--- src/rtl/shift_pipe.sv ---
// shift_pipe -- two-stage barrel shifter with valid/ready handshakes on both sides.
//
// Stage 1 registers the coarse shift (amount[4:3] x 8 bits). It also registers
// the op, the fill bit and the fine amount with the data. Stage 2 applies the
// fine shift (amount[2:0]) and holds the registered result for writeback.
//
// Ops: 00 SLL, 01 SRL, 11 SRA, 10 pass-through (operand returned unchanged).
//
// Configuration macro: SHIFT_PIPE_SRA_EN
//   defined   -> op 11 fills vacated bits with i_rs1[31] (arithmetic shift)
//   undefined -> op 11 behaves exactly like SRL (zero fill)
//
// Ports:
//   i_clk      sole clock, rising edge
//   i_rst      synchronous active-high reset
//   i_valid    upstream offers an operation
//   o_ready    an offered operation is taken this cycle
//   i_op       shift operation code
//   i_rs1      operand to shift
//   i_amount   shift amount 0..31
//   i_rd       destination tag, carried through unmodified
//   o_valid    result available to writeback
//   i_ready    writeback takes the result this cycle
//   o_data     shift result
//   o_rd       tag belonging to o_data

module shift_pipe #(
    parameter int TAG_W = 5
) (
    input  logic             i_clk,
    input  logic             i_rst,
    input  logic             i_valid,
    output logic             o_ready,
    input  logic [1:0]       i_op,
    input  logic [31:0]      i_rs1,
    input  logic [4:0]       i_amount,
    input  logic [TAG_W-1:0] i_rd,
    output logic             o_valid,
    input  logic             i_ready,
    output logic [31:0]      o_data,
    output logic [TAG_W-1:0] o_rd
);

    typedef enum logic [1:0] {
        OP_SLL  = 2'b00,
        OP_SRL  = 2'b01,
        OP_PASS = 2'b10,
        OP_SRA  = 2'b11
    } op_e;

    // Stage 1 state
    logic             r_s1_valid;
    op_e              r_s1_op;
    logic             r_s1_fill;
    logic [2:0]       r_s1_fine;
    logic [31:0]      r_s1_data;
    logic [TAG_W-1:0] r_s1_rd;

    // Stage 2 state (drives the outputs directly)
    logic             r_s2_valid;
    logic [31:0]      r_s2_data;
    logic [TAG_W-1:0] r_s2_rd;

    // Handshake
    logic w_s2_adv;
    logic w_s1_adv;
    logic w_accept;

    // Pipeline control: an empty stage always advances, so bubbles collapse.
    assign w_s2_adv = !r_s2_valid || i_ready;
    assign w_s1_adv = !r_s1_valid || w_s2_adv;
    assign w_accept = i_valid && w_s1_adv;
    assign o_ready  = w_s1_adv;

    // ---------------------------------------------------------------
    // Stage 1 combinational: coarse shift
    // ---------------------------------------------------------------
    op_e         w_op;
    logic        w_fill;
    logic [4:0]  w_coarse;
    logic [31:0] w_rmask1;
    logic [31:0] w_s1_data;

    assign w_op     = op_e'(i_op);
    assign w_coarse = {i_amount[4:3], 3'b000};

`ifdef SHIFT_PIPE_SRA_EN
    assign w_fill = (w_op == OP_SRA) && i_rs1[31];
`else
    assign w_fill = 1'b0;
`endif

    // Ones in the bit positions vacated by a right shift of w_coarse.
    assign w_rmask1 = ~(32'hFFFF_FFFF >> w_coarse);

    always_comb begin
        w_s1_data = i_rs1;
        case (w_op)
            OP_SLL:         w_s1_data = i_rs1 << w_coarse;
            OP_SRL, OP_SRA: w_s1_data = (i_rs1 >> w_coarse) | (w_rmask1 & {32{w_fill}});
            default:        w_s1_data = i_rs1;
        endcase
    end

    // ---------------------------------------------------------------
    // Stage 2 combinational: fine shift on stage-1 registers only
    // ---------------------------------------------------------------
    logic [31:0] w_rmask2;
    logic [31:0] w_s2_data;

    assign w_rmask2 = ~(32'hFFFF_FFFF >> r_s1_fine);

    always_comb begin
        w_s2_data = r_s1_data;
        case (r_s1_op)
            OP_SLL:         w_s2_data = r_s1_data << r_s1_fine;
            OP_SRL, OP_SRA: w_s2_data = (r_s1_data >> r_s1_fine) | (w_rmask2 & {32{r_s1_fill}});
            default:        w_s2_data = r_s1_data;
        endcase
    end

    // ---------------------------------------------------------------
    // Sequential
    // ---------------------------------------------------------------
    // NOTE: state uses non-blocking assignments so every register samples
    // pre-edge values; blocking here would make stage order matter.
    always_ff @(posedge i_clk) begin
        if (i_rst) begin
            r_s1_valid <= 1'b0;
            r_s2_valid <= 1'b0;
            r_s2_data  <= 32'h0000_0000;
            r_s2_rd    <= '0;
        end else begin
            if (w_s1_adv) begin
                r_s1_valid <= i_valid;
            end
            if (w_s2_adv) begin
                r_s2_valid <= r_s1_valid;
                if (r_s1_valid) begin
                    r_s2_data <= w_s2_data;
                    r_s2_rd   <= r_s1_rd;
                end
            end
        end
    end

    // NOTE: stage-1 payload has no reset; it is only observed through
    // r_s1_valid, which is reset, so clearing it would add logic for nothing.
    always_ff @(posedge i_clk) begin
        if (w_accept) begin
            r_s1_op   <= w_op;
            r_s1_fill <= w_fill;
            r_s1_fine <= i_amount[2:0];
            r_s1_data <= w_s1_data;
            r_s1_rd   <= i_rd;
        end
    end

    assign o_valid = r_s2_valid;
    assign o_data  = r_s2_data;
    assign o_rd    = r_s2_rd;

endmodule

--- config.mk ---
export PLATFORM = sky130hd
export DESIGN_NAME = shift_pipe
export DESIGN_NICKNAME = d
export VERILOG_FILES = /design/src/rtl/shift_pipe.sv
export SDC_FILE = /design/constraint.sdc
export NUM_CORES = 1
export LEC_CHECK = 0
export ABC_AREA = 0
export CAP_MARGIN = 40
export CORE_ASPECT_RATIO = 0.75
export CORE_UTILIZATION = 45
export DETAILED_ROUTE_END_ITERATION = 7
export GPL_TIMING_DRIVEN = 1
export PLACE_DENSITY_LB_ADDON = 0.1
export SLEW_MARGIN = 20
export SYNTH_ARGS = -nofsm -noshare
export SYNTH_HDL_FRONTEND = slang
export SYNTH_SLANG_ARGS = --single-unit
--- constraint.sdc ---
create_clock -name i_clk -period 4.1 [get_ports i_clk]
set_clock_uncertainty 0.2 [all_clocks]
set_input_delay 0.41 -clock i_clk [delete_from_list [all_inputs] [get_ports i_clk]]
set_output_delay 0.41 -clock i_clk [all_outputs]
set_load 0.01 [all_outputs]
Yosys cells after proc, flatten, opt, wreduce, memory -nomap -nowiden
Index checks and enable logic that the tools add are counted.
{"block": "totals", "ff_bits": 81, "output_inout_bits": 39, "input_bits": 48, "word_cells": 28}
{"block": "op_classes", "n_mux": 2, "n_reduce_logical": 10, "shift": 4, "n_eq_ne": 4}
{"op": "case mux 32 bit (2 select lines)", "n": 2}
{"op": "<< shifter 32 x 3 -> 32 bit", "n": 1}
{"op": "<< shifter 32 x 5 -> 32 bit", "n": 1}
{"op": "right shift 32 x 3 -> 32 bit", "n": 1}
{"op": "right shift 32 x 5 -> 32 bit", "n": 1}
{"op": "== test 2 x 1 -> 1 bit, second input constant", "n": 2}
{"op": "== test 2 bit, second input constant", "n": 2}
{"op": "logical NOT 2 bit", "n": 2}
{"op": "OR reduction 2 bit", "n": 2}
{"op": "logical NOT 1 bit", "n": 2}
{"op": "logical OR 1 bit", "n": 2}
{"op": "AND reduction 2 bit", "n": 1}
{"op": "logical AND 1 bit", "n": 1}

Longest topological paths before layout
{"block": "logic_depth", "word_depth": 4, "depth_mapped": 8}

Least setup slack after synthesis
OpenSTA, ideal clock, no wires.
{"block": "synth_timing", "path_type": "reg-to-reg", "start": "register r_s2_valid (netlist: o_valid)", "end": "register r_s1_data[0], enable pin", "path_buffers": 0, "t_arrival_ps": 1653, "required_time_ps": 3496, "setup_time_ps": 404, "period_less_slack_ps": 2256, "path_slack_ps": 1844, "path_stages_with_launch": 4, "path_cell_list": "dfxtp_1 > nor2b_1 > nand2_1 > and2_1"}
{"block": "synth_between", "elab_chain_len": 4}
{"item": "from (decl)", "line": "60", "rtl": "logic r_s2_valid;"}
{"item": "from (signal assigned)", "line": "138", "rtl": "r_s2_valid <= r_s1_valid;"}
{"item": "logical NOT 1 bit", "line": "70", "rtl": "assign w_s2_adv = !r_s2_valid || i_ready;"}
{"item": "logical OR 1 bit", "line": "70"}
{"item": "logical OR 1 bit", "line": "71", "rtl": "assign w_s1_adv = !r_s1_valid || w_s2_adv;"}
{"item": "net o_ready", "line": "33", "rtl": "output logic o_ready,"}
{"item": "logical AND 1 bit", "line": "72", "rtl": "assign w_accept = i_valid && w_s1_adv;"}
{"item": "net w_accept", "line": "67", "rtl": "logic w_accept;"}
{"item": "to (signal assigned)", "line": "154", "rtl": "r_s1_data <= w_s1_data;"}
{"item": "to (decl)", "line": "56", "rtl": "logic [31:0] r_s1_data;"}
The timed path passes the listed nets, and every way through them passes these cells.
A chain may end at the register's enable or synchronous reset.

Final worst setup path
{"block": "layout_timing", "start": "register r_s1_fine[1]", "end": "register r_s2_data[18] (netlist: o_data[18])"}
{"block": "layout_between", "elab_chain_len": 2, "elab_cells_between_ends": 3, "cone_classes": "shift: 2; mux: 1"}
{"item": "from (decl)", "line": "55", "rtl": "logic [2:0] r_s1_fine;"}
{"item": "from (signal assigned)", "line": "153", "rtl": "r_s1_fine <= i_amount[2:0];"}
{"item": "right shift 32 x 3 -> 32 bit / << shifter 32 x 3 -> 32 bit (equally long branches)", "line": "117, 116"}
{"item": "case mux 32 bit (2 select lines) *", "line": "115", "rtl": "case (r_s1_op)"}
{"item": "to (signal assigned)", "line": "140", "rtl": "r_s2_data <= w_s2_data;"}
{"item": "to (decl)", "line": "61", "rtl": "logic [31:0] r_s2_data;"}
Every way passes the cells marked *; elsewhere a longest branch is shown, timed or not.

==> flow_summary.yaml <==
power:
  comb_power_share_pct: 25.5
  clkPwrFrac_pct: 34.5
  power.internal_mw: 1.744
  power_switching_uw: 791.4
  swShare_pct: 31.21
  max-vdd-ir-drop_uv: 238.3
  seq_power_share_pct: 40.0
  powerDensity_nw_per_um2: 338.4
  p_leak_nw: 2.784
sta:
  setup_violations: 0
  worst-slew-pin-transition_ns: 0.8725
  timing.fmax_mhz: 373.3
  final.setup.tns_ns: 0
  period_needed_ns: 2.679
  rsz0062_at_grt: "false"
  period_share_pct: 65.34
  hold_viol: 0
  slew_headroom_pct: 40.33
  drv_slew: 0
global_route:
  grt_antenna_before_repair: 0
  track_usage_pct: 31.51
  gr-total-overflow: 0
  grt_max_degree: 41
  grt_pass1_vias: 5717
  grt_pass1_wl_um: 34040
synthesis:
  syn_nets: 693
  ys_warn_count: 0
  syn_area_um2: 6201
  synth_area_leader_cell: "edfxtp_1"
  ys_types: 66
  synth-seq-area-share_pct: 32.93
  synth_edf_count: 42
  netlist_instances: 645
  synthArstFlopShare_pct: 0
  synth.top_cell.area_share_pct: 20.34
  synth_ff_type: "edfxtp_1"
  syn_area_per_cell_um2: 9.614
  synth-seq-cells: 81
  yosys-top-cells-area: "edfxtp_1 20%, mux2i_1 15%, dfxtp_1 13%, a22oi_1 5.0%, nor2_1 3.9%"
floorplanning:
  die_w_um: 137.5
  start_util_pct: 46.99
  die_h_um: 103.7
  coreArea_um2: 13200
  io_pins: 87
  rows: 36
  dieArea_um2: 14260
critical_path:
  slowest_stage: "a2111oi_0"
  critPathCaptureType: "register"
  path_class: "reg2reg"
  path_cells: "buf_8, mux2i_1, o22ai_1, a2111oi_0, a211oi_1"
  worstSetupStartpointType: "register"
  arrival_ns: 2.66
  max_stage_delay_ns: 0.79
  critPathTopFamily: "compound AO/OA/AOI/OAI gates"
  required_ns: 4.08
  cp_num_buf_inv: 1
  crit_fanout: 13
clock_tree:
  clock_latency_ns: 0.34
  post-cts-setup-buffers: 0
  cts_sinks: 81
  cts_resized: 0
  path_clk_slew_ns: 0.07
  numCtsBuffers: 9
  holdBufCountCts: 0
  root_buffer: "clkbuf_16"
  clockBufferDepth: 2
  cts_tree: "built"
  ctsHtreeMaxLevel: 3
detailed_routing:
  drt-total-wl_um: 21960
  post_drt_wl_per_cell_um: 24.89
  antenna_left: 0
  drt_iter0_markers: 826
  dr.pass1.iters: 6
  via_count: 6145
  via_per_inst: 6.967
  drcViolationCount: 0
finish:
  drive_gt1_share_pct: 9.705
  final_cells: 882
  fin_area_um2: 7493
  mostFrequentLayoutCells: "93 x mux2i_1, 85 x clkdlybuf4s50_1, 64 x nor2_1"
  fin_nets: 754
  mostFrequentLayoutCell: "mux2i_1"
  antennaDiodeCount: 0
  area_growth_pct: 20.84
placed_design:
  placedCellCount: 864
  dp_hpwl_um: 15920
  gp_congestion: 0.9473
  port_buffers: 86
  dpl_cell_area_um2: 7142
min_path:
  hold_class: "reg2reg"
flow_run:
  cap_violations: 0
outcome:
  outcome: "finished, final reports clean"
-- per-stage QoR --
| step | setup WS, ns | util, % | power (mW) | hold slack, ns |
|---|---|---|---|---|
| floorplan | 1.844 | - | 1.391 | 0.2713 |
| global placement | 1.218 | 53.44 | 1.640 | 0.2487 |
| detailed placement | 1.258 | 54.11 | 1.652 | 0.2554 |
| CTS | 1.213 | 56.55 | 2.528 | 0.2676 |
| global route | 1.376 | 56.78 | 2.630 | 0.2850 |
| finish | 1.421 | 56.78 | 2.536 | 0.2589 |
-- power groups by stage --
stage               sequential, mW  clock [mW]  combinational (mW)
floorplan                    0.997           0               0.395
global placement              1.04           0               0.605
detailed placement            1.03           0               0.619
CTS                           1.02       0.889               0.622
global route                  1.02       0.920               0.691
finish                        1.02       0.874               0.646
-- per-layer routing --
| metal | wire length [um] | up-vias | track usage [%] | share of wire (%) |
|---|---|---|---|---|
| li1 | - | 2696 | - | - |
| met1 | 10330 | 3013 | 49.38 | 47 |
| met2 | 9195 | 397 | 43.14 | 42 |
| met3 | 2155 | 39 | 7.342 | 9.8 |
| met4 | 278 | 0 | 6.122 | 1.3 |
| met5 | 0 | - | 0 | 0 |
-- synthesized netlist by cell type (all sizes together) (10+ instances only) --
cell type,count
a311oi,13
nor3,10
nand2,41
dfxtp,39
o21ai,17
mux4,13
a22oi,41
a21oi,29
buf,44
a221oi,21
a211oi,22
a22o,12
o22ai,20
mux2i,96
nor2,64
edfxtp,42
clkbuf,20
-- state kept, by name, indices dropped and copies added, names as in the netlist --
register	count
o_data	32
r_s1_data	32
o_rd	5
r_s1_rd	5
r_s1_fine	3
r_s1_op	2
o_valid	1
r_s1_valid	1
-- worst min-delay path, stage by stage (launching register included) --
cell,delay (ns)
dfxtp_1,0.31
nand2_1,0.05
a21oi_1,0.05
-- cell type report --
| class | count | area [um^2] |
|---|---|---|
| Clock inverter | 5 | 57.56 |
| Multi-Input combinational cell | 496 | 3761 |
| Clock buffer | 11 | 264.0 |
| Tap cell | 171 | 214.0 |
| Sequential cell | 81 | 2042 |
| Timing Repair Buffer | 114 | 1137 |
| Inverter | 4 | 17.52 |
| Fill cell | 1187 | 5704 |
-- final timing paths --
kind / from / end / slack (ns) / depth (start not counted)
max: r_s1_fine[1] / o_data[18] / 1.42 / 5
min: o_rd[3] / o_rd[3] / 0.26 / 2
max reg2reg: r_s1_fine[1] / o_data[18] / 1.42 / 5
min reg2reg: o_rd[3] / o_rd[3] / 0.26 / 2
-- cells by family (layout without fill, tap and decap cells) --
kind of cell / Yosys count / after routing / share of synthesized area, %
AOI/OAI and AO/OA: 227 / 227 / 27.08
buffers and inverters: 68 / 134 / 6.517
DFF: 81 / 81 / 32.93
muxes: 110 / 110 / 21.17
and+or+nand+nor: 159 / 159 / 12.31
Power figures use the tool's default switching activity.
